$ cat src/rtl/noc_pkg.sv
// Shared ring-router definitions: flit width, arbiter state encoding and
// the port indices used by every output-port arbiter.
package noc_pkg;

  localparam int FLIT_WIDTH = 64;

  typedef enum logic {
    IDLE    = 1'b0,
    FORWARD = 1'b1
  } arb_state_e;

  localparam int PORT_CW  = 0;
  localparam int PORT_CCW = 1;
  localparam int PORT_PE  = 2;

endpackage

$ cat src/rtl/ring_port_arbiter_rr_pick.sv
// Combinational round-robin selector: the first eligible requester found
// when searching upward from ptr_i, wrapping modulo N.
module rr_pick #(
  parameter int N     = 3,
  parameter int IDX_W = $clog2(N)
) (
  input  logic [N-1:0]     elig_i,
  input  logic [IDX_W-1:0] ptr_i,
  output logic             found_o,
  output logic [IDX_W-1:0] winner_o
);

  localparam logic [IDX_W:0] N_W = (IDX_W + 1)'(N);

  logic [IDX_W-1:0] idx_at [N];

  // idx_at[k] is the requester k places after the pointer, wrapped once.
  for (genvar gi = 0; gi < N; gi++) begin : g_rot
    logic [IDX_W:0] sum;
    assign sum        = {1'b0, ptr_i} + (IDX_W + 1)'(gi);
    assign idx_at[gi] = (sum >= N_W) ? IDX_W'(sum - N_W) : sum[IDX_W-1:0];
  end

  // Scanning from the far end lets the nearest eligible candidate win.
  always_comb begin
    found_o  = 1'b0;
    winner_o = '0;
    for (int k = N - 1; k >= 0; k--) begin
      if (elig_i[idx_at[k]]) begin
        found_o  = 1'b1;
        winner_o = idx_at[k];
      end
    end
  end

endmodule

$ cat src/rtl/ring_port_arbiter.sv
// Round-robin arbiter sharing one downstream single-entry buffer among
// NUM_REQ upstream buffers; fetch in one cycle, write the next.
module ring_port_arbiter
  import noc_pkg::*;
#(
  parameter  int WIDTH   = FLIT_WIDTH,
  parameter  int NUM_REQ = 3,
  localparam int IDX_W   = $clog2(NUM_REQ)
) (
  input  logic                     clk,
  input  logic                     reset,
  input  logic [NUM_REQ-1:0]       reqEmpty,
  input  logic [NUM_REQ*WIDTH-1:0] reqData,
  output logic [NUM_REQ-1:0]       reqRdEnable,
  input  logic                     outFull,
  output logic                     outWrEnable,
  output logic [WIDTH-1:0]         outData,
  output logic                     busy
);

  arb_state_e       state_q, state_d;
  logic [IDX_W-1:0] rr_ptr_q, rr_ptr_d;
  logic [IDX_W-1:0] grant_idx_q, grant_idx_d;

  logic [WIDTH-1:0] req_slice [NUM_REQ];
  logic [NUM_REQ-1:0] elig;
  logic             found;
  logic [IDX_W-1:0] winner;
  logic             wr_fire;
  logic             issue;

  for (genvar gi = 0; gi < NUM_REQ; gi++) begin : g_slice
    assign req_slice[gi] = reqData[gi*WIDTH +: WIDTH];
  end

  assign elig = ~reqEmpty;

  rr_pick #(
    .N     (NUM_REQ),
    .IDX_W (IDX_W)
  ) u_pick (
    .elig_i   (elig),
    .ptr_i    (rr_ptr_q),
    .found_o  (found),
    .winner_o (winner)
  );

  // Reset suppresses both handshakes so no upstream flit is consumed and
  // nothing reaches the downstream buffer while state is being cleared.
  assign wr_fire = (state_q == FORWARD) && !outFull && !reset;
  assign issue   = found && !reset &&
                   (((state_q == IDLE) && !outFull) || wr_fire);

  always_ff @(posedge clk) begin
    if (reset) begin
      state_q     <= IDLE;
      rr_ptr_q    <= '0;
      grant_idx_q <= '0;
    end else begin
      state_q     <= state_d;
      rr_ptr_q    <= rr_ptr_d;
      grant_idx_q <= grant_idx_d;
    end
  end

  always_comb begin
    state_d     = state_q;
    rr_ptr_d    = rr_ptr_q;
    grant_idx_d = grant_idx_q;
    if (issue) begin
      state_d     = FORWARD;
      grant_idx_d = winner;
      rr_ptr_d    = (winner == IDX_W'(NUM_REQ - 1)) ? '0 : winner + 1'b1;
    end else if (wr_fire) begin
      state_d = IDLE;
    end
  end

  always_comb begin
    reqRdEnable = '0;
    if (issue) begin
      reqRdEnable[winner] = 1'b1;
    end
    outWrEnable = wr_fire;
    busy        = (state_q == FORWARD);
    outData     = (state_q == FORWARD) ? req_slice[grant_idx_q] : '0;
  end

endmodule

$ cat config.mk
export PLATFORM = sky130hd
export DESIGN_NAME = ring_port_arbiter
export DESIGN_NICKNAME = d
export VERILOG_FILES = /design/src/rtl/noc_pkg.sv /design/src/rtl/ring_port_arbiter_rr_pick.sv /design/src/rtl/ring_port_arbiter.sv
export SDC_FILE = /design/constraint.sdc
export NUM_CORES = 1
export LEC_CHECK = 0
export ABC_AREA = 1
export CAP_MARGIN = 20
export CORE_AREA = 2 2 103 105
export DETAILED_ROUTE_END_ITERATION = 8
export DIE_AREA = 0 0 105 107
export GPL_TIMING_DRIVEN = 0
export HOLD_SLACK_MARGIN = 0.02
export PLACE_DENSITY = 0.66
export SLEW_MARGIN = 10
export SYNTH_ARGS = -nofsm -noshare
export SYNTH_HDL_FRONTEND = slang
export SYNTH_SLANG_ARGS = --single-unit
$ cat constraint.sdc
create_clock -name clk -period 3.58 [get_ports clk]
set_clock_uncertainty 0.15 [all_clocks]
set_input_delay 0.895 -clock clk [delete_from_list [all_inputs] [get_ports clk]]
set_output_delay 0.895 -clock clk [all_outputs]
set_load 0.01 [all_outputs]
==> reports/results.ini, run 1 <==
[status]
status=finished clean

[drt]
via_per_inst=4.576
wl_per_cell_um=14.78
drc_errors=0
drtAntennaViolNets=0
vias=3844
dr.pass1.iters=4
initialDrtViolationCount=206
routed_wl_mm=12.42

[sta]
max_freq_mhz=287.8
whs_ps=336.8
fin_crit_sh=0.9706
worst_pin_slew_ps=709.8
final_hold_viol_count=0
finalSetupTns_ps=0
maxSlewViolCount=0
finalSetupViolCount=0
relSlewSlack=0.5268
rsz0062_at_grt=false
min_period_ps=3475

[pwr]
power_density_nw_per_um2=237.0
power_mw=1.150
internal_power_mw=0.6350
seqPwrFrac=0.061
p_comb_frac=0.845
leakage_nw=1.875
pwr-share-clk=0.094
peakVddDrop_uv=114.0
switching_share=0.4480
power.net_switching_mw=0.5154

[floorplanning]
core_area_um2=10090
rows=37
die-area_um2=11240
initial_core_util=0.1955
dieWidth_um=105
chipHeight_um=107
ios=267

[critical_path]
worstPathRequired_ps=2530
crit_path_end_kind=primary output
critPathKind=primary input to primary output
critPathMaxFanout=8
cp-start-kind=primary input
r2r-end=rr_ptr_q[0]$_SDFFE_PP0P_
rrSetupSlack_ps=1630
rr_worst_depth=11
rr_startpoint=rr_ptr_q[0]$_SDFFE_PP0P_
crit_arrival_ps=2430

[worst_hold_path]
hp-class=register to register
hold_depth=2
hold_end=busy$_SDFFE_PP0P_
min_from=busy$_SDFFE_PP0P_

[global_route]
grt_pass1_vias=3850
grt_use_total=0.2032
grt_max_degree=11
globalRoute.totalOverflow=0
antenna_found_initial=0
grt_pass1_wl_mm=18.69

[place]
numPortBuffers=266
dp_hpwl_mm=10.17
gp_congestion=0.8983
placed_cell_area_um2=4806

[synth]
ys_warn_count=0
synth_seq_cells=5
postSynthCellCount=435
synth_fp_nets=637
syn_area_um2=1973
yosysSeqAreaShare=0.05073
synth.distinct_cells=17
avgSynthCellArea_um2=4.536

[cts]
post_cts_buffers=0
clock_latency_ps=230
h-tree-depth=1
cts_tree=yes
cts_buffer_depth=2
clk_pin_slew_ps=40
root_buffer=clkbuf_8
cts-buffers-inserted=3
clock_sinks=5

[layout]
fillers=1084
drive_above_1_share=0.03977
syn_to_final_growth_pct=146.0
layout.nets=907
regArea_um2=100.1
insertedDiodeCount=0
design_area_um2=4853
multi_input_area_um2=1673

[flow_run]
cap_violations=0

[how the worst max path moves through the flow]
| stage | endpoint | from | slack (ps) |
|---|---|---|---|
| floorplan | reqRdEnable[0] | reqEmpty[2] | 910 |
| global placement | reqRdEnable[0] | reqEmpty[2] | -180 |
| detailed placement | reqRdEnable[0] | reqEmpty[2] | -200 |
| CTS | reqRdEnable[0] | reqEmpty[0] | 110 |
| global route | reqRdEnable[0] | reqEmpty[1] | 30 |
| finish | reqRdEnable[0] | reqEmpty[1] | 110 |
[cells in the mapped netlist]
| cell type | count | area, um2 |
|---|---|---|
| nor2_1 | 135 | 506.7 |
| nand2_1 | 87 | 326.6 |
| a21oi_1 | 67 | 335.3 |
| o21ai_0 | 67 | 335.3 |
| inv_1 | 16 | 60.06 |
| clkbuf_1 | 15 | 56.30 |
| buf_2 | 13 | 65.06 |
| nand3_1 | 8 | 40.04 |
| buf_1 | 6 | 22.52 |
| dfxtp_1 | 5 | 100.1 |
| ha_1 | 4 | 50.05 |
| nor2_2 | 4 | 25.02 |
| nor3_1 | 3 | 15.01 |
| inv_2 | 2 | 7.510 |
| nand2_2 | 1 | 6.260 |
| nand2_4 | 1 | 11.26 |
| nand3_2 | 1 | 10.01 |
[cell usage in the layout (no fill, tap or decap)]
cell and instances:
clkbuf_1 15, nand2_2 1, o21ai_2 1, inv_1 16
nand3_2 1, ha_1 4, nor2_1 134, dfxtp_1 5
dlygate4sd2_1 4, nor3_2 1, nor3_1 2, nand2_1 87
buf_1 6, clkdlybuf4s50_1 262, buf_2 13, a21oi_1 67
o21ai_0 65, nand2_4 1, o21ai_1 1, inv_2 2
nor2_2 5, nand3_1 8, clkbuf_8 3
[routing by layer]
metal / share of wire / wire, um / vias up / global-route usage
met5: 0 / 0 / - / 0
met4: 0.016 / 193 / 0 / 0.03810
met3: 0.088 / 1098 / 19 / 0.05532
met2: 0.51 / 6358 / 194 / 0.4077
met1: 0.38 / 4765 / 1688 / 0.2099
li1: - / - / 1943 / -
[power groups by stage]
stage / combinational, mW / clock [mW] / sequential [mW]
after floorplan: 0.454 / 0 / 0.0699
after global placement: 0.960 / 0 / 0.0703
final: 0.972 / 0.108 / 0.0701
after CTS: 0.980 / 0.111 / 0.0699
after global routing: 1.07 / 0.117 / 0.0713
after detailed placement: 0.974 / 0 / 0.0707
[logic make-up after synthesis]
kind of cell    share of synthesized area
fa+ha+maj                         0.02537
flops                             0.05073
compound gates                     0.3399
buf+inv                            0.1072
simple gates                       0.4769
[flip-flops by register name (all words and copies together), names as in the netlist]
register and cells:
busy 1, grant_idx_q 2, rr_ptr_q 2
[metrics by stage]
step	std cells	utilization	setup slack [ps]
floorplan	435	-	909.3
global placement	837	0.4762	-175.7
detailed placement	837	0.4762	-203.6
CTS	841	0.4813	111.2
global route	840	0.4809	33.31
finish	840	0.4809	105.2
[critical path, cell delays in order]
cell	delay, ps
clkdlybuf4s50_1	530
inv_1	70
nand2_1	60
nand3_1	90
nand2_1	130
nand3_2	110
nand2_4	110
nor2_2	50
nand2_1	80
inv_1	40
dlygate4sd2_1	270
[repair_timing]
item / in CTS / in global routing
pin swaps: 3 / 0
gates resized for setup: 9 / 0
cloned: 0 / 0
hold buffers: 0 / 0
setup endpoints to repair: 3 / 2
[cell type report]
class                           count  area share
Tap cell                          136     0.03506
Multi-Input combinational cell    378      0.3447
Clock buffer                        4    0.009281
Timing Repair Buffer              266      0.5476
Buffer                             33     0.02887
Inverter                           18     0.01392
Sequential cell                     5     0.02062
(Power assumes the default switching activity.)
==> run 2, diff against run 1 <==
Settings changed: PLACE_DENSITY 0.66 to 0.78.
==> run 2 against run 1 <==
Net effect: design area barely moved; sequential cell count stayed put; sequential share of layout area about the same; critical path type unchanged.
==> reports/results.ini, run 2 (synthesized netlist as in run 1, its figures left out) <==
[critical_path]
cp-start-kind=primary input
crit_path_end_kind=primary output
rrSetupSlack_ps=1670  ; +40 ps
worst_path_max_delay_cell=clkdlybuf4s50_1
critPathKind=primary input to primary output
critPathMaxFanout=8  ; unchanged
crit_arrival_ps=2420  ; about the same
slowest_delay_ps=500  ; -30 ps
path_cells=clkdlybuf4s50_1, inv_1, nor2_1, nor2_2, nor2_2, nand3_2, nand2_4, nor2_2, nand2_1, inv_1, dlygate4sd2_1
worstPathRequired_ps=2530  ; about the same
crit_path_frequent_cell=nor2_2

[drt]
wl_per_cell_um=13.73  ; -7.1%
drtAntennaViolNets=0  ; unchanged
routed_wl_mm=11.53  ; -7.1%
initialDrtViolationCount=207  ; +0.49%
vias=3725  ; -3.1%
drc_errors=0  ; unchanged
via_per_inst=4.435  ; -3.1%
dr.pass1.iters=4  ; unchanged

[floorplanning]
chipHeight_um=107  ; unchanged
dieWidth_um=105  ; unchanged
core_area_um2=10090  ; unchanged
initial_core_util=0.1955  ; unchanged
rows=37  ; unchanged
die-area_um2=11240  ; unchanged
ios=267  ; unchanged

[sta]
relSlewSlack=0.5464  ; +0.01957
worst_pin_slew_ps=680.4  ; -29.36 ps
final_hold_viol_count=0  ; unchanged
finalSetupViolCount=0  ; unchanged
maxSlewViolCount=0  ; unchanged
fin_crit_sh=0.9676  ; -0.003048
finalSetupTns_ps=0  ; unchanged
min_period_ps=3464  ; -10.91 ps
rsz0062_at_grt=false
max_freq_mhz=288.7  ; +0.32%

[cts]
clock_sinks=5  ; unchanged
h-tree-depth=1  ; unchanged
cts_tree=yes
post_cts_buffers=0  ; unchanged
clock_latency_ps=220  ; about the same
cts_buffer_depth=2  ; unchanged
clk_pin_slew_ps=30  ; about the same
root_buffer=clkbuf_8
cts-buffers-inserted=3  ; unchanged

[pwr]
power_density_nw_per_um2=233.8  ; -1.4%
peakVddDrop_uv=162.0  ; +42%
leakage_nw=1.875  ; about the same

[global_route]
grt_pass1_wl_mm=17.65  ; -5.5%
globalRoute.totalOverflow=0  ; unchanged
grt_max_degree=11  ; unchanged
antenna_found_initial=1  ; +1
grt_use_total=0.1934  ; -0.009792
grt_pass1_vias=3595  ; -6.6%

[layout]
design_area_um2=4850  ; about the same
final_common_cell=clkdlybuf4s50_1
layout.nets=907  ; unchanged
insertedDiodeCount=0  ; unchanged
syn_to_final_growth_pct=145.8  ; about the same
drive_above_1_share=0.03835  ; -0.001420
layout_common_cells=clkdlybuf4s50_1 (262), nor2_1 (134), nand2_1 (87), a21oi_1 (67), o21ai_0 (66)
fillers=1061  ; -2.1%

[place]
numPortBuffers=266  ; unchanged
dp_hpwl_mm=9.429  ; -7.2%
gp_congestion=0.8112  ; -9.7%
placed_cell_area_um2=4806  ; unchanged

[flow_run]
cap_violations=0  ; unchanged

[status]
status=finished clean

[worst_hold_path]
hp-class=register to register

run 2: cell count changes in the layout (fill, tap and decap cells not counted):
cell     before  now
o21ai_2       1    0
o21ai_0      65   66
run 2: power breakdown:
group	leakage (nW)	switching, mW	internal (mW)	total (mW)
registers	0.0414	0.00605	0.0635	0.0695
clock network	0.0228	0.0275	0.0764	0.104
logic	1.81	0.467	0.494	0.960
run 2: cell type report:
cell class | count | area, um2 | area share
buffer | 33 | 140.1 | 0.02890
sequential | 5 | 100.1 | 0.02064
timing repair buffer | 266 | 2658 | 0.5480
multi-input combinational | 378 | 1669 | 0.3442
inverter | 18 | 67.56 | 0.01393
clock buffer | 4 | 45.04 | 0.009288
tap | 136 | 170.2 | 0.03509
run 2: timing repair:
action,in CTS,in global routing
setup endpoints to repair,3,10
hold buffers,0,0
gates resized for setup,7,0
pin swaps,1,0
run 2: metal layers:
layer	up-vias	wire [um]	global-route usage
li1	1945	-	-
met1	1593	4728	0.2232
met2	173	5767	0.3655
met3	12	907	0.04438
met4	2	116	0.03429
met5	-	13	0
run 2: worst paths after layout:
kind / cells after the start / from / end
worst max-delay path: 11 / reqEmpty[0] / reqRdEnable[0]
worst min-delay path: 2 / busy$_SDFFE_PP0P_ / busy$_SDFFE_PP0P_
worst max register to register: 11 / rr_ptr_q[0]$_SDFFE_PP0P_ / rr_ptr_q[0]$_SDFFE_PP0P_
worst min register to register: 2 / busy$_SDFFE_PP0P_ / busy$_SDFFE_PP0P_
run 2: critical path, delay by kind of cell:
family / cells / cell delay (ps)
buf+inv: 4 / 890
simple gates: 7 / 630
run 2: stage by stage:
| stage | util | setup WS [ps] | instances | hold slack (ps) | total power [mW] |
|---|---|---|---|---|---|
| after global routing | 0.4805 | 14.23 | 840 | 399.8 | 1.251 |
| after detailed placement | 0.4762 | -191.9 | 837 | 337.7 | 1.034 |
| after floorplan | - | 909.3 | 435 | 322.0 | 0.5236 |
| final | 0.4805 | 116.1 | 840 | 341.8 | 1.134 |
| after CTS | 0.4809 | 75.58 | 841 | 344.6 | 1.144 |
| after global placement | 0.4762 | -173.7 | 837 | 332.2 | 1.031 |
==> RTL edit, RTL diff (config.mk and constraints of run 1) <==
Make the reset (`reset`) asynchronous in one clocked block.
--- a/src/rtl/ring_port_arbiter.sv
+++ b/src/rtl/ring_port_arbiter.sv
@@ -52,5 +52,5 @@
                    (((state_q == IDLE) && !outFull) || wr_fire);
 
-  always_ff @(posedge clk) begin
+  always_ff @(posedge clk or posedge reset) begin
     if (reset) begin
       state_q     <= IDLE;
Function: differs if reset is asserted again (counterexample within 4 cycles, from zero or initial values and one cycle with reset high); with reset held inactive, the same outputs for 10 cycles.
==> RTL edit against run 1 <==
Sequential cell count is the same. Routed wire length shrank 2.2%. Worst setup slack better by 16 ps. Final area grew 0.95%. Area after synthesis increased by 1.6%. First-iteration DRC count grew 17%. Via count rose by 0.42%.
Power is not compared: it rests on default switching activity, and its combinational part moved more than twofold at a synthesized area within 25%.
==> RTL edit: results (changes against run 1) <==
Synth:
- The post-synthesis net count is 631 (-0.94%).
- The compound-cell area share of the yosys netlist is 0.337 (-0.00281).
- The adder-cell share of the synthesized area is 0.0250 (-0.000396).
- By area the synthesized netlist is led by sky130_fd_sc_hd__nor2_1, sky130_fd_sc_hd__a21oi_1, sky130_fd_sc_hd__nand2_1, sky130_fd_sc_hd__o21ai_1, sky130_fd_sc_hd__dfrtp_1.
- The sequential area share after synthesis came to 0.0624 (+0.0117).
- The async set-or-reset flop fraction in the synthesized netlist is 1.00 (+1.00).
- The most used flip-flop cell after synthesis is sky130_fd_sc_hd__dfrtp_1.

Cells and area:
- The number of standard cells in the layout, taps in and fillers out is 836 (-0.48%).
- The flip-flop and latch share of the layout cell area is 0.0255 (+0.00491).
- The non-clock inverter instance count of the final layout is 16 (-2).
- The number of filler instances in the final layout is 1058 (-2.4%).
- The clock distribution area overhead in the final layout is 0.00919 (-0.0000877).
- The share of cell area taken by multi-input logic gates is 0.339 (-0.00581).
- The total number of nets in the final design came to 903 (-0.44%).
- The proportion of final cell area spent on non-clock buffers is 0.579 (+0.00298).

Detailed routing:
- The violation count after the first detailed-route iteration is 242 (+17%).
- The detailed-route wire length is 12100 um (-2.2%).
- The average via count per standard cell is 4.62 (+0.90%).
- The first-pass iteration count of the detailed router is 5 (+1).
- The detailed-route wire length on metal 1 was 4620 um (-3.1%).

Critical path:
- The maximum fanout along the worst path is 4 (-4).
- The arrival time of data at the critical path endpoint is 2410 ps (-20 ps).

Min path:
- The worst hold path begins at rr_ptr_q[1]$_DFFE_PP0P_.
- The terminating pin of the worst hold path is rr_ptr_q[1]$_DFFE_PP0P_.

Place:
- The routability-driven placement congestion ratio is 0.890 (-0.96%).
- The total half-perimeter wirelength after legalization and detailed placement came to 10000 um (-1.4%).

Outcome:
- The run finished with clean final reports.

CTS:
- The number of cells upsized or downsized after cts is 7 (-2).

Global route:
- The global-route track usage on met2 is 0.396 (-0.0116).
- The wire length of the first global-routing pass came to 18300 um (-1.9%).
- The met3 usage in global routing came to 0.0602 (+0.00486).
- The via count of the first global-routing pass is 3766 (-2.2%).

Timing:
- The highest clock rate is 0.289 GHz (+0.45%).
RTL edit: cell types whose count changed in the layout (fill, tap and decap cells not counted), moves of 2 or more:
cell / before / now
sky130_fd_sc_hd__buf_2: 13 / 4
sky130_fd_sc_hd__buf_6: 0 / 6
sky130_fd_sc_hd__clkbuf_1: 15 / 18
sky130_fd_sc_hd__dfrtp_1: 0 / 5
sky130_fd_sc_hd__dfxtp_1: 5 / 0
sky130_fd_sc_hd__inv_1: 16 / 14
sky130_fd_sc_hd__nor2_2: 5 / 3
sky130_fd_sc_hd__o21ai_0: 65 / 19
sky130_fd_sc_hd__o21ai_1: 1 / 50
RTL edit: critical path: cells and delay by family:
kind          cells  cell delay, ps
buf+inv           4             890
simple gates      7             610
RTL edit: power groups by stage:
stage	Clock (mW)	Combinational [mW]	Sequential, mW
floorplan	0	1.48	0.106
CTS	0.108	2.78	0.110
global placement	0	2.74	0.109
detailed placement	0	2.77	0.111
finish	0.104	2.77	0.110
global route	0.112	3.05	0.115
